===== src/rtl/watch_pkg.sv =====
// Shared types and constants for the stopwatch/timer button sequencer.
//   tm_state_t          : timer lifecycle states
//   FOCUS_SW / FOCUS_TM : values of the focus output
//   DEFAULT_HOLD_MS / DEFAULT_REPEAT_MS : default auto-repeat timing in ms ticks
package watch_pkg;

  typedef enum logic [1:0] {
    T_SET   = 2'd0,
    T_RUN   = 2'd1,
    T_PAUSE = 2'd2,
    T_ALARM = 2'd3
  } tm_state_t;

  localparam logic FOCUS_SW = 1'b0;
  localparam logic FOCUS_TM = 1'b1;

  localparam int unsigned DEFAULT_HOLD_MS   = 500;
  localparam int unsigned DEFAULT_REPEAT_MS = 100;

endpackage


===== src/rtl/btn_repeat.sv =====
// Edge detector with hold/auto-repeat for an increment button.
//   clk, rst_n : clock, async active-low reset
//   ms_tick    : 1 ms strobe
//   btn        : debounced button level
//   en         : button is honoured only while high; low clears the hold count
//   pulse      : registered 1-cycle pulse on press and on every repeat
module btn_repeat
  import watch_pkg::*;
#(
  parameter int unsigned HOLD_MS   = DEFAULT_HOLD_MS,
  parameter int unsigned REPEAT_MS = DEFAULT_REPEAT_MS
) (
  input  logic clk,
  input  logic rst_n,
  input  logic ms_tick,
  input  logic btn,
  input  logic en,
  output logic pulse
);

  localparam int unsigned MAX_MS = (HOLD_MS > REPEAT_MS) ? HOLD_MS : REPEAT_MS;
  localparam int unsigned CW     = $clog2(MAX_MS + 1);
  localparam logic [CW-1:0] HOLD_LIM = CW'(HOLD_MS);
  localparam logic [CW-1:0] REP_LIM  = CW'(REPEAT_MS);

  logic          btn_q;
  logic          repeating;
  logic [CW-1:0] cnt;
  logic [CW-1:0] lim;

  // One counter serves both phases: first the hold delay, then the repeat period.
  assign lim = repeating ? REP_LIM : HOLD_LIM;

  always_ff @(posedge clk or negedge rst_n) begin
    if (!rst_n) begin
      btn_q     <= 1'b0;
      repeating <= 1'b0;
      cnt       <= '0;
      pulse     <= 1'b0;
    end else begin
      btn_q <= btn;
      pulse <= 1'b0;
      if (!(btn && en)) begin
        cnt       <= '0;
        repeating <= 1'b0;
      end else begin
        if (!btn_q) pulse <= 1'b1;
        if (ms_tick) begin
          if (cnt == lim - CW'(1)) begin
            pulse     <= 1'b1;
            cnt       <= '0;
            repeating <= 1'b1;
          end else begin
            cnt <= cnt + CW'(1);
          end
        end
      end
    end
  end

endmodule


===== src/rtl/watch_ctrl.sv =====
// Button sequencer for the stopwatch/timer: turns debounced button levels into
// command pulses, runs the timer lifecycle FSM, auto-repeats the increment
// buttons and muxes the focused function's time onto the display.
//   inputs : clk, rst_n, ms_tick, btn_* levels, sw_*/tm_* times, tm_blink
//   outputs: sw_* and tm_* command pulses, tm_en, disp_*, focus (all registered)
module watch_ctrl
  import watch_pkg::*;
#(
  parameter int unsigned HOLD_MS   = DEFAULT_HOLD_MS,
  parameter int unsigned REPEAT_MS = DEFAULT_REPEAT_MS
) (
  input  logic       clk,
  input  logic       rst_n,
  input  logic       ms_tick,
  input  logic       btn_mode,
  input  logic       btn_start_stop,
  input  logic       btn_reset,
  input  logic       btn_min,
  input  logic       btn_sec,
  input  logic [5:0] sw_minutes,
  input  logic [5:0] sw_seconds,
  input  logic [5:0] tm_minutes,
  input  logic [5:0] tm_seconds,
  input  logic       tm_blink,
  output logic       sw_start,
  output logic       sw_stop,
  output logic       sw_reset,
  output logic       tm_en,
  output logic       tm_start,
  output logic       tm_stop,
  output logic       tm_reset,
  output logic       tm_inc_min,
  output logic       tm_inc_sec,
  output logic [5:0] disp_minutes,
  output logic [5:0] disp_seconds,
  output logic       disp_blink,
  output logic       focus
);

  tm_state_t state, state_nxt;
  logic mode_q, ss_q, rst_q;
  // Blocks presses on the first cycle after reset so a button held through
  // reset release is not mistaken for a new press.
  logic armed;
  logic p_mode, p_ss, p_rst;
  logic ss_tm, rst_tm, ss_sw, rst_sw;
  logic sw_run, sw_run_nxt, focus_nxt;
  logic sw_start_nxt, sw_stop_nxt, sw_reset_nxt;
  logic tm_start_nxt, tm_stop_nxt, tm_reset_nxt;
  logic tm_nonzero;

  assign p_mode = armed & btn_mode       & ~mode_q;
  assign p_ss   = armed & btn_start_stop & ~ss_q;
  assign p_rst  = armed & btn_reset      & ~rst_q;

  // A mode press swallows every other press in the same cycle.
  assign ss_tm  = p_ss  & ~p_mode & (focus == FOCUS_TM);
  assign rst_tm = p_rst & ~p_mode & (focus == FOCUS_TM);
  assign ss_sw  = p_ss  & ~p_mode & (focus == FOCUS_SW);
  assign rst_sw = p_rst & ~p_mode & (focus == FOCUS_SW);

  assign tm_nonzero = |{tm_minutes, tm_seconds};

  always_comb begin
    state_nxt    = state;
    focus_nxt    = p_mode ? ~focus : focus;
    sw_run_nxt   = sw_run;
    sw_start_nxt = 1'b0;
    sw_stop_nxt  = 1'b0;
    sw_reset_nxt = 1'b0;
    tm_start_nxt = 1'b0;
    tm_stop_nxt  = 1'b0;
    tm_reset_nxt = 1'b0;

    case (state)
      T_SET: begin
        if (rst_tm) begin
          tm_reset_nxt = 1'b1;
        end else if (ss_tm && tm_nonzero) begin
          tm_start_nxt = 1'b1;
          state_nxt    = T_RUN;
        end
      end
      T_RUN: begin
        // Expiry wins over a stop press and pulls focus to the timer.
        if (tm_blink) begin
          state_nxt = T_ALARM;
          focus_nxt = FOCUS_TM;
        end else if (ss_tm) begin
          tm_stop_nxt = 1'b1;
          state_nxt   = T_PAUSE;
        end
      end
      T_PAUSE: begin
        if (rst_tm) begin
          tm_reset_nxt = 1'b1;
          state_nxt    = T_SET;
        end else if (ss_tm) begin
          tm_start_nxt = 1'b1;
          state_nxt    = T_RUN;
        end
      end
      T_ALARM: begin
        if (rst_tm || ss_tm) begin
          tm_reset_nxt = 1'b1;
          state_nxt    = T_SET;
        end
      end
      default: state_nxt = T_SET;
    endcase

    if (sw_run) begin
      if (ss_sw) begin
        sw_stop_nxt = 1'b1;
        sw_run_nxt  = 1'b0;
      end
    end else if (rst_sw) begin
      sw_reset_nxt = 1'b1;
    end else if (ss_sw) begin
      sw_start_nxt = 1'b1;
      sw_run_nxt   = 1'b1;
    end
  end

  always_ff @(posedge clk or negedge rst_n) begin
    if (!rst_n) begin
      state        <= T_SET;
      mode_q       <= 1'b0;
      ss_q         <= 1'b0;
      rst_q        <= 1'b0;
      armed        <= 1'b0;
      sw_run       <= 1'b0;
      focus        <= FOCUS_SW;
      tm_en        <= 1'b0;
      sw_start     <= 1'b0;
      sw_stop      <= 1'b0;
      sw_reset     <= 1'b0;
      tm_start     <= 1'b0;
      tm_stop      <= 1'b0;
      tm_reset     <= 1'b0;
      disp_minutes <= '0;
      disp_seconds <= '0;
      disp_blink   <= 1'b0;
    end else begin
      mode_q       <= btn_mode;
      ss_q         <= btn_start_stop;
      rst_q        <= btn_reset;
      armed        <= 1'b1;
      state        <= state_nxt;
      sw_run       <= sw_run_nxt;
      focus        <= focus_nxt;
      tm_en        <= (state_nxt == T_SET) && (focus_nxt == FOCUS_TM);
      sw_start     <= sw_start_nxt;
      sw_stop      <= sw_stop_nxt;
      sw_reset     <= sw_reset_nxt;
      tm_start     <= tm_start_nxt;
      tm_stop      <= tm_stop_nxt;
      tm_reset     <= tm_reset_nxt;
      disp_minutes <= (focus == FOCUS_TM) ? tm_minutes : sw_minutes;
      disp_seconds <= (focus == FOCUS_TM) ? tm_seconds : sw_seconds;
      disp_blink   <= tm_blink & focus;
    end
  end

  btn_repeat #(.HOLD_MS(HOLD_MS), .REPEAT_MS(REPEAT_MS)) u_rep_min (
    .clk    (clk),
    .rst_n  (rst_n),
    .ms_tick(ms_tick),
    .btn    (btn_min),
    .en     (tm_en & ~p_mode),
    .pulse  (tm_inc_min)
  );

  btn_repeat #(.HOLD_MS(HOLD_MS), .REPEAT_MS(REPEAT_MS)) u_rep_sec (
    .clk    (clk),
    .rst_n  (rst_n),
    .ms_tick(ms_tick),
    .btn    (btn_sec),
    .en     (tm_en & ~p_mode),
    .pulse  (tm_inc_sec)
  );

endmodule


===== config.mk =====
export PLATFORM = sky130hd
export DESIGN_NAME = watch_ctrl
export DESIGN_NICKNAME = d
export VERILOG_FILES = /design/src/rtl/watch_pkg.sv /design/src/rtl/btn_repeat.sv /design/src/rtl/watch_ctrl.sv
export SDC_FILE = /design/constraint.sdc
export NUM_CORES = 1
export LEC_CHECK = 0
export CAP_MARGIN = 40
export CELL_PAD_IN_SITES_DETAIL_PLACEMENT = 0
export CELL_PAD_IN_SITES_GLOBAL_PLACEMENT = 1
export CORE_ASPECT_RATIO = 1.75
export CORE_MARGIN = 1
export CORE_UTILIZATION = 38
export CTS_CLUSTER_DIAMETER = 150
export DETAILED_ROUTE_END_ITERATION = 10
export HOLD_SLACK_MARGIN = 0.03
export MAX_ROUTING_LAYER = met4
export PLACE_DENSITY_LB_ADDON = 0.15
export SETUP_SLACK_MARGIN = 0.02
export SLEW_MARGIN = 20
export SYNTH_ARGS = -nofsm -noshare
export SYNTH_HDL_FRONTEND = slang
export SYNTH_HIERARCHICAL = 1
export SYNTH_SLANG_ARGS = --single-unit
export TNS_END_PERCENT = 30

===== constraint.sdc =====
create_clock -name clk -period 1.9 [get_ports clk]
set_input_delay 0.38 -clock clk [delete_from_list [all_inputs] [get_ports clk]]
set_output_delay 0.38 -clock clk [all_outputs]
set_load 0.01 [all_outputs]

; After elaboration in Yosys (flattened, before gate mapping)
; Cells that the tools add are included.
[word_totals]
output_inout_bits = 23
input_bits = 33
elab_cells = 121
ff_bits = 52
[classes]
n_addsub = 4
n_mux = 53
n_eq_ne = 9
reduce_logical = 11
n_bitwise = 19
[ops]
columns = op, count
row1 = 9-bit 2-to-1 mux, 8
row2 = 1-bit 2-to-1 mux, 33
row3 = "9-bit by 1-bit adder with 9-bit output, second input constant", 2
row4 = 9-bit equality test, 2
row5 = "9-bit by 1-bit subtractor with 9-bit output, second input constant", 2
row6 = 1-bit AND, 14
row7 = 2-bit 2-to-1 mux, 7
row8 = 6-bit 2-to-1 mux, 2
row9 = 12-bit OR reduction, 1
row10 = "2-bit != test, second input constant", 4
row11 = 2-bit case mux with 4 select lines, 1
row12 = 1-bit inverter, 5
row13 = "2-bit equality test, second input constant", 2
row14 = 1-bit logical AND, 4
row15 = 2-bit logical NOT, 2
row16 = 1-bit case mux with 2 select lines, 2
row17 = 2-bit AND reduction, 2
row18 = "2-bit by 1-bit equality test with 1-bit output, second input constant", 1
row19 = 2-bit OR reduction, 1
row20 = 1-bit logical OR, 1

; Longest topological paths before layout
; Gate-level depths: netlist of the first run.
[depth]
word_depth = 11
mapped_depth = 7
ltp_nobuf = 6

; Modules after synthesis
; The synthesis of the first run kept the hierarchy.
[modules_own_cells]
columns = module, instances, area_each_um2, cells_each
row1 = btn_repeat, 2, 594.3, 59
row2 = watch_ctrl, 1, 1119.8, 85

; Worst setup path before layout of the first run
; OpenSTA, ideal clock, no wires.
[synth_timing]
kind = reg-to-reg
from = register u_rep_min.cnt[4]
to = register u_rep_min.cnt[8]
stages_incl_launch_ff = 5
path_buffers = 0
setup_ps = 119
required_ps = 1781
synth_period_minus_slack_ps = 1643
setup_slack_ps = 257
t_arrival_ps = 1524
cell_sequence = dfrtp_1 -> or4b_1 -> a211oi_2 -> a21o_4 -> nor2_1
[synth_between]
elab_chain_cells = 4
[synth_rtl]
columns = element, line_no
row1 = from (decl), btn_repeat.sv:28  ; logic [CW-1:0] cnt;
row2 = from (signal assigned), btn_repeat.sv:54  ; cnt <= cnt + CW'(1);
row3 = 9-bit by 1-bit adder with 9-bit output or 9-bit equality test (tied branches), "btn_repeat.sv:54, btn_repeat.sv:49"
row4 = 9-bit 2-to-1 mux *, btn_repeat.sv:49  ; if (cnt == lim - CW'(1)) begin
row5 = 9-bit 2-to-1 mux *, btn_repeat.sv:48  ; if (ms_tick) begin
row6 = 9-bit 2-to-1 mux *, btn_repeat.sv:43  ; if (!(btn && en)) begin
; Every way passes the cells marked *; elsewhere a longest branch is shown, timed or not. The select of a mux whose other input is x is not followed.
; A chain may end at the register's enable or synchronous reset.

; Worst setup path in the final report of the first run
[layout_timing]
from = register focus
to = output port focus
[layout_rtl]
columns = element, line_no
row1 = from (decl), watch_ctrl.sv:37  ; output logic focus
row2 = from (signal assigned), watch_ctrl.sv:151  ; focus <= focus_nxt;
; No word-level cell between the ends.

==> summary.txt, run 1 <==
Floorplanning
  – Starting Density: 0.393
  – I/O pin cnt: 56
  – Die width: 60.9 um
  – Row count: 37
  – Die H: 105 um
  – Core area: 5880 sq um
  – Die area: 6400 sq um

Timing
  – RSZ-0062 raised after global routing: no
  – Final setup fails: 0
  – Worst Skew: 0.0110 ns
  – Tcrit/Tclk final: 0.938
  – Minimum clock period: 1.78 ns
  – F_max: 0.561 GHz
  – Final Hold Viols: 0
  – Max-slew violation count: 0

Drt
  – Post-route DRC: 0
  – Wire per inst: 14.5 um
  – Vias: 1736
  – Post-DR vias/cell: 4.99
  – Detailed Route Iter0 Violations: 44
  – Antenna viol nets, final: 0
  – Final WL: 5030 um
  – Pre-antenna DRT Iters: 4

Clocking
  – Skew-Pair Late Insertion Delay: 0.32 ns
  – Gates resized, CTS repair: 0
  – Clock sinks: 52
  – CTS root buf: clkbuf_8
  – Reg clk slew, reported paths: 0.10 ns
  – CTS tree: done
  – Setup bufs post-CTS: 0
  – CTS buffer count: 5
  – CTS Buffer Depth: 2
  – Cts hold-fix bufs: 0
  – # H-tree levels: 2

Global routing
  – Global-route wire length before repair: 8440 um
  – GRT Util Overall: 0.187
  – Antenna violations before repair: 0
  – Largest net degree at the start of global routing: 53
  – Global route total overflow: 0
  – Vias in the first global route: 1800

Cells and area
  – FILL cells: 558
  – Area Overhead vs Synth: 34.7%
  – Nets: 304
  – Number of diodes: 0
  – Multi-input logic area: 970 sq um
  – Non-filler cells, final: 348
  – Sequential cell area: 1300 sq um
  – Layout cells sized above 1: 0.152

Synth
  – Register area share after synthesis: 0.564
  – Post-Syn Nets: 238
  – Adder-cell area share of the yosys netlist: 0.0108
  – Synthesis-stage register bit count: 52
  – Mux share of post-synthesis cell area: 0.0585
  – Post-synth EDFFs: 0
  – Netlist cell types: 36
  – XOR/XNOR Fraction of Synth Area: 0.0569
  – Async set-reset flop share out of synthesis: 1.00
  – Synthesis Warnings: 6
  – Synth Instances: 203
  – Synth top area cells: dfrtp_1 56%, mux2_2 5.9%, xnor2_1 4.6%
  – Post-Synthesis Cell Area: 2310 sq um
  – Share of the synthesized area in the top cell type: 0.564
  – Synth Area in Compound Gates: 0.0634
  – Most used DFF post-synth: dfrtp_1
  – Main combinational cell family by area after synthesis: simple AND/OR/NAND/NOR gates
  – Syn_area_per_cell: 11.4 sq um
  – Area leader, netlist: dfrtp_1
  – Synth Area in Simple Gates: 0.225

Pwr
  – VDD IR-drop max: 0.580 mV
  – Tot Pwr: 2.86 mW
  – Static leakage: 1.27 nW
  – PD cells: 919 nW/um^2

Setup path
  – Critical path class: reg -> out
  – Critical Path Sink: focus
  – Arrival time at the worst endpoint: 1.40 ns
  – Critical register-to-register path startpoint: u_rep_min/cnt[7]
  – R2R Path End: u_rep_min/cnt[8]
  – Crit-path max FO: 7
  – Worst path bufs/invs: 1
  – Critical Path Source: focus
  – Max incr delay on CP: 0.60 ns
  – Kind of cell adding the most delay to the critical path: buffers and inverters
  – Flop2flop setup slack: 0.16 ns
  – CP Launch Type: flip-flop
  – Critical path data required time: 1.52 ns
  – Cell Chain, Critical Path: clkdlybuf4s50_1
  – Cell with the largest stage delay on the worst path: clkdlybuf4s50_1
  – FF-to-FF path depth: 4
  – Cell depth of the worst setup path: 1
  – CP endpoint kind: output port

Job
  – Maxcap violations: 0

Placement
  – GP Congestion: 0.798
  – Cells after DPL: 340
  – Port buffer count: 55
  – Hpwl dp: 3720 um

Min path
  – HP Class: in -> async

Run status
  – Outcome: finished clean
-- synthesized netlist by cell type, drive strengths merged, types with 3 or more instances --
| cell | instances |
|---|---|
| mux2 | 12 |
| a21oi | 10 |
| xor2 | 3 |
| nor3 | 12 |
| nand4 | 6 |
| xnor2 | 12 |
| nand4b | 5 |
| a21o | 3 |
| nand3b | 3 |
| and3b | 3 |
| inv | 3 |
| nor2 | 25 |
| nand2 | 15 |
| nand2b | 6 |
| dfrtp | 52 |
| clkbuf | 4 |
| and2 | 4 |
| nor2b | 3 |
| nand3 | 4 |
-- state kept, by name, summed over array words and instances, names as in the netlist, 2 cells and up --
register	count
u_rep_min/cnt	9
disp_minutes	6
u_rep_sec/cnt	9
disp_seconds	6
state	2
-- cells by family (layout without fill, tap and decap cells) --
| family | count (synthesis) | count (layout) |
|---|---|---|
| flip-flops | 52 | 52 |
| AND/OR/NAND/NOR | 94 | 94 |
| buffers and inverters | 9 | 76 |
| other | 1 | 1 |
| adder cells (fa/ha/maj) | 2 | 2 |
| XOR/XNOR | 15 | 15 |
| AO/OA/AOI/OAI | 18 | 18 |
| multiplexers | 12 | 12 |
-- cell usage in the layout (no fill, tap or decap), types with 3 or more instances in the layout --
cell type / Yosys / final
nand2b_1: 6 / 6
xnor2_1: 12 / 12
xor2_1: 3 / 3
nand3_1: 4 / 4
clkbuf_8: 0 / 6
nor2_1: 25 / 25
nand4b_1: 5 / 5
mux2_2: 12 / 12
nand3b_1: 3 / 3
nor3_1: 11 / 11
dfrtp_1: 52 / 52
and3b_1: 3 / 3
a21oi_1: 10 / 10
clkdlybuf4s50_1: 0 / 54
nand2_1: 15 / 15
buf_4: 0 / 9
inv_1: 3 / 3
nand4_1: 6 / 6
nor2b_1: 3 / 3
-- where the power goes --
| part | internal [mW] | total, mW | switching [mW] |
|---|---|---|---|
| clock | 0.296 | 0.678 | 0.382 |
| combinational | 0.474 | 0.828 | 0.354 |
| sequential | 1.25 | 1.35 | 0.0992 |
-- how the worst min path moves through the flow --
stage,to,slack (ns),cells after the start
global placement,u_rep_min/pulse,0.39,1
finish,u_rep_min/btn_q,0.04,2
CTS,u_rep_min/btn_q,0.05,2
detailed placement,u_rep_sec/cnt[1],0.40,2
global route,u_rep_min/btn_q,0.05,2
floorplan,armed,0.08,0
-- layout make-up --
class,instances,share of cell area
flip-flops and latches,52,0.418
inverters,3,0.00362
clock inverters,2,0.00483
repair buffers,65,0.204
clock buffers,6,0.0265
well taps,78,0.0314
multi-input cells,142,0.312
-- stage by stage --
step	hold slack, ns	setup WS [ns]	util	setup TNS [ns]	instance area (sq um)
2_1_floorplan	0.0844	0.257	-	0	2310
3_5_place_dp	0.402	-0.165	0.511	-1.13	3010
4_1_cts	0.0451	0.107	0.528	0	3100
3_3_place_gp	0.395	-0.136	0.511	-0.852	3010
6_report	0.0415	0.118	0.529	0	3110
5_1_grt	0.0524	0.0497	0.529	0	3110
-- layer usage --
metal,track usage,vias up,wire length [um]
met5,-,-,0
met4,0.0812,0,135
met3,0.0545,10,249
met2,0.308,53,2730
met1,0.201,837,1920
li1,-,836,-
Power figures use the tool's default switching activity.
==> run 2, diff against run 1 <==
Settings changed: CAP_MARGIN 40 to default, CTS_CLUSTER_SIZE from default to 30.
==> results of run 2 <==
Final layout, timing and power as in run 1 (identical DEF).
==> run 3, diff against run 2 <==
Settings changed: PLACE_DENSITY from default to 0.87, PLACE_DENSITY_LB_ADDON 0.15 to default.
==> summary.txt, run 3 (synthesis gave the netlist of run 1 again) <==
Run status
  – Outcome: finished clean

Clocking
  – Reg clk slew, reported paths: 0.09 ns
  – Clock sinks: 52
  – CTS Buffer Depth: 2
  – CTS buffer count: 5
  – CTS root buf: clkbuf_8
  – CTS tree: done
  – Skew-Pair Late Insertion Delay: 0.31 ns
  – # H-tree levels: 2

Floorplanning
  – Row count: 37
  – Die width: 60.9 um
  – I/O pin cnt: 56
  – Die H: 105 um
  – Starting Density: 0.393
  – Die area: 6400 sq um
  – Core area: 5880 sq um

Global routing
  – Global-route wire length before repair: 8320 um
  – Vias in the first global route: 1841
  – Antenna violations before repair: 0
  – Global route total overflow: 0
  – Largest net degree at the start of global routing: 34
  – GRT Util Overall: 0.182

Drt
  – Detailed Route Iter0 Violations: 68
  – Post-DR vias/cell: 4.99
  – Pre-antenna DRT Iters: 4
  – Final WL: 4880 um
  – Post-route DRC: 0
  – Vias: 1743
  – Antenna viol nets, final: 0
  – Wire per inst: 14.0 um

Pwr
  – Tot Pwr: 2.84 mW
  – VDD IR-drop max: 0.616 mV
  – Static leakage: 1.28 nW
  – PD cells: 913 nW/um^2

Setup path
  – Arrival time at the worst endpoint: 1.95 ns
  – Critical path data required time: 2.10 ns
  – FF-to-FF path depth: 4
  – Crit-path max FO: 7
  – Critical path class: reg -> reg
  – CP Launch Type: flip-flop
  – CP endpoint kind: flip-flop

Cells and area
  – Final core occ: 0.530
  – Non-filler cells, final: 349
  – Nets: 305
  – Layout cells sized above 1: 0.151
  – Most frequent cells in the layout: 54 x clkdlybuf4s50_1, 52 x dfrtp_1, 25 x nor2_1
  – Finished Cell Area: 3120 sq um
  – Number of diodes: 0
  – Area Overhead vs Synth: 35.0%
  – Commonest non-fill, non-tap cell in the layout: clkdlybuf4s50_1
  – Biggest registers after layout: u_rep_min/cnt x9, u_rep_sec/cnt x9

Placement
  – Setup WS pre-CTS: -0.126 ns
  – GP Congestion: 0.825
  – Placed cell areas: 3010 sq um
  – Port buffer count: 55
  – Hpwl dp: 3730 um
  – Cells after DPL: 340

Timing
  – Final setup fails: 0
  – Worst Skew: 0.00784 ns
  – Minimum clock period: 1.75 ns
  – Max-slew violation count: 0
  – Setup TNS: 0 ns
  – Tcrit/Tclk final: 0.921
  – Post-route setup slack: 0.150 ns
  – Hold_ws: 0.416 ns
  – F_max: 0.572 GHz
  – Final Hold Viols: 0
  – RSZ-0062 raised after global routing: no

Min path
  – HP Class: reg -> reg
  – Hold Crit Depth: 1

Job
  – Maxcap violations: 0
-- run 3: changes by cell type in the layout (fill, tap and decap cells not counted) --
| cell | delta |
|---|---|
| dlygate4sd3_1 | +1 |
| clkinvlp_4 | -2 |
| clkinv_2 | +2 |
-- run 3: area by class of cell --
type	instances	area (sq um)
Inverter	3	11.3
Timing Repair Buffer	66	643
Sequential cell	52	1300
Tap cell	78	97.6
Multi-Input combinational cell	142	970
Clock buffer	6	82.6
Clock inverter	2	10.0
Fill cell	555	2760
-- run 3: timing repair --
action	in CTS	in global routing
setup endpoints to repair	0	8
buffers inserted	0	0
resized for setup	0	1
endpoints found under the hold margin	19	0
hold buffers	1	0
-- run 3: layer usage --
layer,vias to the layer above,wire (um),global-route usage
met5,-,0,-
met4,0,151,0.0925
met3,11,142,0.0359
met2,39,2710,0.304
met1,858,1880,0.196
li1,835,-,-
-- run 3: worst paths after layout --
| kind | start | endpoint | slack (ns) |
|---|---|---|---|
| setup / recovery | u_rep_min/cnt[7] | u_rep_min/cnt[4] | 0.15 |
| min in group asynchronous | rst_n | state[1] | 0.55 |
| setup reg to reg | u_rep_min/cnt[7] | u_rep_min/cnt[4] | 0.15 |
| max in group asynchronous | rst_n | u_rep_min/cnt[8] | 0.81 |
| hold / removal | u_rep_min/btn_q | u_rep_min/pulse | 0.42 |
| hold reg to reg | u_rep_min/btn_q | u_rep_min/pulse | 0.42 |
-- run 3: report_power, final --
group / total, mW / switching [mW] / internal [mW]
clock network: 0.651 / 0.359 / 0.291
logic: 0.836 / 0.352 / 0.484
registers: 1.36 / 0.101 / 1.26
total: 2.84 / 0.813 / 2.03
-- run 3: worst max-delay path: stages, from the launching register on --
cell,delay (ns)
dfrtp_1,0.44
or4b_1,0.58
a211oi_4,0.36
a21o_4,0.21
nor2_1,0.05
